**config.mk**
```make
export PLATFORM = sky130hd
export DESIGN_NAME = prg_health_packer_flat
export DESIGN_NICKNAME = d
export VERILOG_FILES = /design/src/rtl/prg_health_packer_if.sv /design/src/rtl/prg_health_packer.sv /design/src/flat_wrapper.sv
export SDC_FILE = /design/constraint.sdc
export NUM_CORES = 1
export LEC_CHECK = 0
export ABC_AREA = 1
export BUFFER_PORTS_ARGS = -buffer_cell sky130_fd_sc_hd__buf_2
export CAP_MARGIN = 20
export CORE_MARGIN = 3
export CORE_UTILIZATION = 50
export CTS_CLUSTER_DIAMETER = 40
export DETAILED_ROUTE_END_ITERATION = 6
export HOLD_SLACK_MARGIN = 0.1
export PLACE_DENSITY = 0.75
export SYNTH_ARGS = -nofsm -noshare
export SYNTH_HDL_FRONTEND = slang
export SYNTH_SLANG_ARGS = --single-unit
```
**constraint.sdc**
```tcl
create_clock -name clk -period 3.8 [get_ports clk]
set_clock_uncertainty 0.05 [all_clocks]
set_input_delay 0.76 -clock clk [delete_from_list [all_inputs] [get_ports clk]]
set_output_delay 0.76 -clock clk [all_outputs]
set_load 0.01 [all_outputs]
```
**src/rtl/prg_health_packer_if.sv**
```systemverilog
// ---------------------------------------------------------------------------
// prg_health_packer_if
//   Data-path bundle between the random bit source, the packer and the
//   byte consumer.
//   bit_in / bit_valid : raw generator bit and its qualifier
//   byte_out           : packed byte (first received bit in bit 7)
//   byte_valid         : byte_out holds an unconsumed byte
//   byte_ready         : consumer accepts byte_out
//   Modports: slave = packer side, master = generator/consumer side.
// ---------------------------------------------------------------------------
interface prg_health_packer_if;
  logic       bit_in;
  logic       bit_valid;
  logic       byte_ready;
  logic [7:0] byte_out;
  logic       byte_valid;

  modport slave (
    input  bit_in,
    input  bit_valid,
    input  byte_ready,
    output byte_out,
    output byte_valid
  );

  modport master (
    output bit_in,
    output bit_valid,
    output byte_ready,
    input  byte_out,
    input  byte_valid
  );
endinterface

```
**src/rtl/prg_health_packer.sv**
```systemverilog
// ---------------------------------------------------------------------------
// prg_health_packer
//   Packs a serial pseudo-random bit stream into bytes (first bit -> bit 7)
//   and runs two online health tests on the stream:
//     - repetition-count test (RCT): run of RCT_CUTOFF identical bits
//     - adaptive-proportion test (APT): APT_CUTOFF samples equal to the first
//       sample of an APT_WINDOW-sample window
//   Any raised failure flag discards newly completed bytes.
//
//   Build option: define PRG_HEALTH_APT_EN to build the APT. Without it no
//   APT logic exists and apt_fail is tied low.
//
// Ports
//   clk      : single clock, rising edge
//   rst_n    : synchronous active-low reset
//   ena      : block enable; when low every input is ignored, state held
//   clr_fail : one-cycle pulse clearing flags and test counters
//   bus      : slave side of prg_health_packer_if (bit in / byte out)
//   rct_fail : sticky repetition-count failure
//   apt_fail : sticky adaptive-proportion failure
//   overrun  : sticky, a completed byte was dropped because output was full
// ---------------------------------------------------------------------------
module prg_health_packer #(
  parameter int RCT_CUTOFF = 8,
  parameter int APT_WINDOW = 64,
  parameter int APT_CUTOFF = 48
) (
  input  logic                       clk,
  input  logic                       rst_n,
  input  logic                       ena,
  input  logic                       clr_fail,
  prg_health_packer_if.slave         bus,
  output logic                       rct_fail,
  output logic                       apt_fail,
  output logic                       overrun
);

  localparam logic [7:0] RCT_LIM = 8'(RCT_CUTOFF);

  // Only the low 7 bits of the shift register are ever needed: the 8th bit
  // arrives on the completing edge and goes straight into the output byte.
  logic [6:0] shift_q, shift_d;
  logic [2:0] cnt_q, cnt_d;
  logic [7:0] byte_q, byte_d;
  logic       valid_q, valid_d;
  logic       last_q, last_d;
  logic [7:0] run_q, run_d;
  logic       rct_q, rct_d;
  logic       ovr_q, ovr_d;
  logic       apt_d;

  logic       consume;
  logic       clr;
  logic       done;
  logic       xfer;
  logic       gate;
  logic [7:0] done_byte;

  assign consume   = ena & bus.bit_valid;
  assign clr       = ena & clr_fail;
  assign done      = consume & (cnt_q == 3'd7);
  assign done_byte = {shift_q, bus.bit_in};
  assign xfer      = ena & valid_q & bus.byte_ready;

  always_comb begin
    shift_d = shift_q;
    cnt_d   = cnt_q;
    last_d  = last_q;
    run_d   = run_q;
    byte_d  = byte_q;
    valid_d = valid_q;
    ovr_d   = ovr_q & ~clr;
    gate    = 1'b0;

    if (consume) begin
      shift_d = done_byte[6:0];
      cnt_d   = cnt_q + 3'd1;
    end

    // Run counter: run_q == 0 means "no previous bit" (after reset/clear).
    // A clear coinciding with a bit makes that bit the start of a new run.
    if (consume) begin
      last_d = bus.bit_in;
      if (!clr && (run_q != 8'd0) && (bus.bit_in == last_q))
        run_d = (run_q == 8'hFF) ? run_q : run_q + 8'd1;
      else
        run_d = 8'd1;
    end else if (clr) begin
      run_d = 8'd0;
    end

    rct_d = (rct_q & ~clr) | (consume & (run_d == RCT_LIM));

    // Gate on next-state flags so the byte completing on the very edge that
    // trips a test is also withheld.
    gate = rct_d | apt_d;

    if (xfer)
      valid_d = 1'b0;

    if (done && !gate) begin
      if (!valid_q || xfer) begin
        byte_d  = done_byte;
        valid_d = 1'b1;
      end else begin
        // A drop on the same edge as a clear is still reported.
        ovr_d = 1'b1;
      end
    end
  end

  always_ff @(posedge clk) begin
    if (!rst_n) begin
      shift_q <= '0;
      cnt_q   <= '0;
      byte_q  <= '0;
      valid_q <= 1'b0;
      last_q  <= 1'b0;
      run_q   <= '0;
      rct_q   <= 1'b0;
      ovr_q   <= 1'b0;
    end else begin
      shift_q <= shift_d;
      cnt_q   <= cnt_d;
      byte_q  <= byte_d;
      valid_q <= valid_d;
      last_q  <= last_d;
      run_q   <= run_d;
      rct_q   <= rct_d;
      ovr_q   <= ovr_d;
    end
  end

`ifdef PRG_HEALTH_APT_EN
  localparam int                WIN_W   = $clog2(APT_WINDOW + 1);
  localparam logic [WIN_W-1:0]  WIN_LEN = WIN_W'(APT_WINDOW);
  localparam logic [WIN_W-1:0]  APT_LIM = WIN_W'(APT_CUTOFF);

  // win_q == 0 means the window is not started; the next bit opens it.
  logic [WIN_W-1:0] win_q, win_d;
  logic [WIN_W-1:0] match_q, match_d;
  logic             ref_q, ref_d;
  logic             apt_q;

  always_comb begin
    win_d   = win_q;
    match_d = match_q;
    ref_d   = ref_q;
    if (consume) begin
      if (clr || (win_q == '0) || (win_q == WIN_LEN)) begin
        ref_d   = bus.bit_in;
        win_d   = {{(WIN_W-1){1'b0}}, 1'b1};
        match_d = {{(WIN_W-1){1'b0}}, 1'b1};
      end else begin
        win_d = win_q + 1'b1;
        if (bus.bit_in == ref_q)
          match_d = match_q + 1'b1;
      end
    end else if (clr) begin
      win_d   = '0;
      match_d = '0;
    end
    apt_d = (apt_q & ~clr) | (consume & (match_d == APT_LIM));
  end

  always_ff @(posedge clk) begin
    if (!rst_n) begin
      win_q   <= '0;
      match_q <= '0;
      ref_q   <= 1'b0;
      apt_q   <= 1'b0;
    end else begin
      win_q   <= win_d;
      match_q <= match_d;
      ref_q   <= ref_d;
      apt_q   <= apt_d;
    end
  end

  assign apt_fail = apt_q;
`else
  // APT not built: window parameters only feed this sink.
  logic unused_apt_cfg;
  assign unused_apt_cfg = (APT_WINDOW >= APT_CUTOFF);
  assign apt_d    = 1'b0;
  assign apt_fail = 1'b0;
`endif

  assign bus.byte_out   = byte_q;
  assign bus.byte_valid = valid_q;
  assign rct_fail       = rct_q;
  assign overrun        = ovr_q;

endmodule

```
**src/flat_wrapper.sv**
```systemverilog
// flat-port wrapper written by rule: the top's interface ports become plain ports
module prg_health_packer_flat 
#(
  parameter int RCT_CUTOFF = 8,
  parameter int APT_WINDOW = 64,
  parameter int APT_CUTOFF = 48
)
  (clk, rst_n, ena, clr_fail, rct_fail, apt_fail, overrun, bus_bit_in, bus_bit_valid, bus_byte_ready, bus_byte_out, bus_byte_valid);
  prg_health_packer_if bus_i ();
  input  logic clk;
  input  logic rst_n;
  input  logic ena;
  input  logic clr_fail;
  output logic rct_fail;
  output logic apt_fail;
  output logic overrun;
  input wire logic [$bits(bus_i.bit_in)-1:0] bus_bit_in;
  input wire logic [$bits(bus_i.bit_valid)-1:0] bus_bit_valid;
  input wire logic [$bits(bus_i.byte_ready)-1:0] bus_byte_ready;
  output wire logic [$bits(bus_i.byte_out)-1:0] bus_byte_out;
  output wire logic [$bits(bus_i.byte_valid)-1:0] bus_byte_valid;
  assign bus_i.bit_in = bus_bit_in;
  assign bus_i.bit_valid = bus_bit_valid;
  assign bus_i.byte_ready = bus_byte_ready;
  assign bus_byte_out = bus_i.byte_out;
  assign bus_byte_valid = bus_i.byte_valid;
  prg_health_packer #(.RCT_CUTOFF(RCT_CUTOFF), .APT_WINDOW(APT_WINDOW), .APT_CUTOFF(APT_CUTOFF)) u_core (.clk(clk), .rst_n(rst_n), .ena(ena), .clr_fail(clr_fail), .bus(bus_i), .rct_fail(rct_fail), .apt_fail(apt_fail), .overrun(overrun));
endmodule
```
==> flow_summary.toml <==
[cts]
cts_inserted_buffers = 5
cts_setup_buffers = 0
cts-hold-fix-buffers = 0
cts_sinks = 29
clk_latency_ps = 330
cts_resized = 0
cts_tree = "built"
cts-root-buf = "clkbuf_4"
clk_pin_slew_worst_paths_ps = 90
ctsHtreeMaxLevel = 2
cts.path.max_buffers = 2

[final_layout]
diodes = 0
final_util_pct = 59.91
nets = 254
multiInputGateArea_um2 = 803.3
nFillCells = 266
seq_area_um2 = 580.6
drive_gt1_share_pct = 19.67
syn2layout_area_growth_pct = 9.719

[setup_path]
crit_fanout = 16
startpoint_type = "input port"
r2r-end = "u_core.bus.byte_out[5]$_SDFFE_PN0P_"
crit_arrival_ps = 2440
r2r_slack_ps = 1640
critPathKind = "in -> reg"
r2r-start = "u_core.run_q[0]$_SDFF_PN0_"
worstRegToRegCells = 12
required_ps = 3980
endpoint_kind = "flop"

[sta]
fin_tns_setup_ps = 0
hold_viol = 0
fmax_ghz = 0.4420
period_share_pct = 59.53
setup_viol = 0
drv_slew = 0
finalCriticalPeriod_ps = 2262
rsz0062_at_grt = "false"
setup_ws_ps = 1538

[global_route]
antenna_found_initial = 0
grt_pass1_wl_mm = 4.788
gr-usage-all-layers_pct = 17.20
grt_pass1_vias = 1087
grt_overflow = 0
grt_max_degree = 19

[synthesis]
synthCells = 227
synth_fp_nets = 238
ys_seq_area_share_pct = 37.27
ys_types = 28
async_flop_share_pct = 0
ys.flop_type = "dfxtp_1"
syn_area_um2 = 1558
ys_warn_count = 0
synth_seq_cells = 29
synth_edf_count = 0
yosys.area.top_type = "dfxtp_1"
synth.avg_cell_area_um2 = 6.862
ys_top_cells_by_area = "dfxtp_1 (37%), nand2_1 (13%), nor2_1 (8.9%), inv_1 (7.2%), nand3_1 (4.2%)"
netlist_top_cells_count = "nand2_1 (54), nor2_1 (37), inv_1 (30)"
synth_most_common_cell = "nand2_1"
synth_top_area_share_pct = 37.27

[floorplan]
die_h_um = 61.82
core_area_um2 = 2853
start_util_pct = 54.61
dieArea_um2 = 3821
ios = 19
rows = 19
die_w_um = 61.82

[drt]
drt_iter0_markers = 46
dr.pass1.iters = 5
drc = 0
vias = 1343
drt-total-wl_mm = 2.842
avgRoutedWirePerCell_um = 10.33
via_per_inst = 4.884
ant_nets = 0

[min_path]
hp-class = "reg -> reg"
holdPathStages = 2
hp-start = "u_core.overrun$_SDFF_PN0_"
hold_path_end = "u_core.overrun$_SDFF_PN0_"

[place]
port_buffers = 17
place.detailed.hpwl_mm = 2.083
pre_cts_slack_ps = 1220
place_congestion = 0.7829

[outcome]
status = "finished, final reports clean"

[pwr]
p_leak_nw = 0.8497
power_density_nw_per_um2 = 362.6
vdd_drop_max_mv = 0.3349

[run]
cap_violations = 0
## registers in the layout, summed over array words and instances, names as in the netlist
register and flops:
u_core.run_q 8, u_core.rct_fail 1, u_core.cnt_q 3, u_core.shift_q 7
u_core.bus.byte_valid 1, u_core.overrun 1, u_core.bus.byte_out 8
## final cells by class
type	count	share of cell area, %
tap	31	2.269
inverter	31	6.808
sequential	29	33.97
clock inverter	1	1.757
multi-input combinational	159	47.00
clock buffer	7	3.221
timing repair buffer	17	4.978
## metal layers
layer	share of wire [%]	up-vias	global-route usage, %
met1	49	586	22.66
met3	4.8	6	4.339
met2	44	24	26.31
li1	-	727	-
met4	1.9	0	8.182
met5	0	-	0
## critical path, stage by stage
cell and delay (ps):
buf_2 120, nand2_4 160, inv_1 190, nor2_1 300, nand2_1 120, o21ai_2 90, nor2_1 80, nand3_2 100
nand4_4 250, nor2_1 210, nor2_2 50
## how the worst max path moves through the flow
stage	from	endpoint	slack, ps	cells past startpoint
6_report	ena	u_core.bus.byte_out[5]$_SDFFE_PN0P_	1540	11
2_1_floorplan	ena	u_core.bus.byte_out[5]$_SDFFE_PN0P_	1730	13
3_3_place_gp	ena	u_core.bus.byte_out[6]$_SDFFE_PN0P_	1250	11
4_1_cts	ena	u_core.bus.byte_out[6]$_SDFFE_PN0P_	1550	11
5_1_grt	ena	u_core.bus.byte_out[1]$_SDFFE_PN0P_	1340	12
3_5_place_dp	ena	u_core.bus.byte_out[6]$_SDFFE_PN0P_	1220	11
## power breakdown
group          internal, mW  leakage, nW  switching [mW]
clock network         0.157       0.0455           0.106
registers             0.312        0.236         0.00658
logic                0.0133        0.569          0.0256
total                 0.482        0.850           0.138
## logic make-up (layout without fill, tap and decap cells)
logic type / count (synthesis) / in the layout / synth area share (%)
simple gates: 129 / 129 / 39.36
fa+ha+maj: 4 / 4 / 3.213
compound gates: 23 / 23 / 7.630
buf+inv: 39 / 56 / 11.16
xor+xnor: 2 / 2 / 1.125
flops: 29 / 29 / 37.27
other cells: 1 / 1 / 0.2407
## stage by stage
step / instance area (um2) / total power [mW] / hold WS [ps] / instances
global route: 1709 / 0.6422 / 443.6 / 275
floorplan: 1558 / 0.3541 / 409.2 / 227
finish: 1709 / 0.6197 / 428.0 / 275
CTS: 1709 / 0.6256 / 429.6 / 275
global placement: 1624 / 0.3631 / 404.8 / 267
detailed placement: 1624 / 0.3642 / 415.1 / 267
## placed cells by master, fill, tap and decap left out, drive strengths merged
cell	n
conb	1
buf	17
xor2	1
o21ai	13
inv	31
nand4	3
clkbuf	7
nand3	16
and2	1
nor2	49
bufinv	1
nand3b	1
nand2	59
dfxtp	29
ha	4
a21oi	10
xnor2	1
Note: power is estimated with default switching activity, not from simulation.
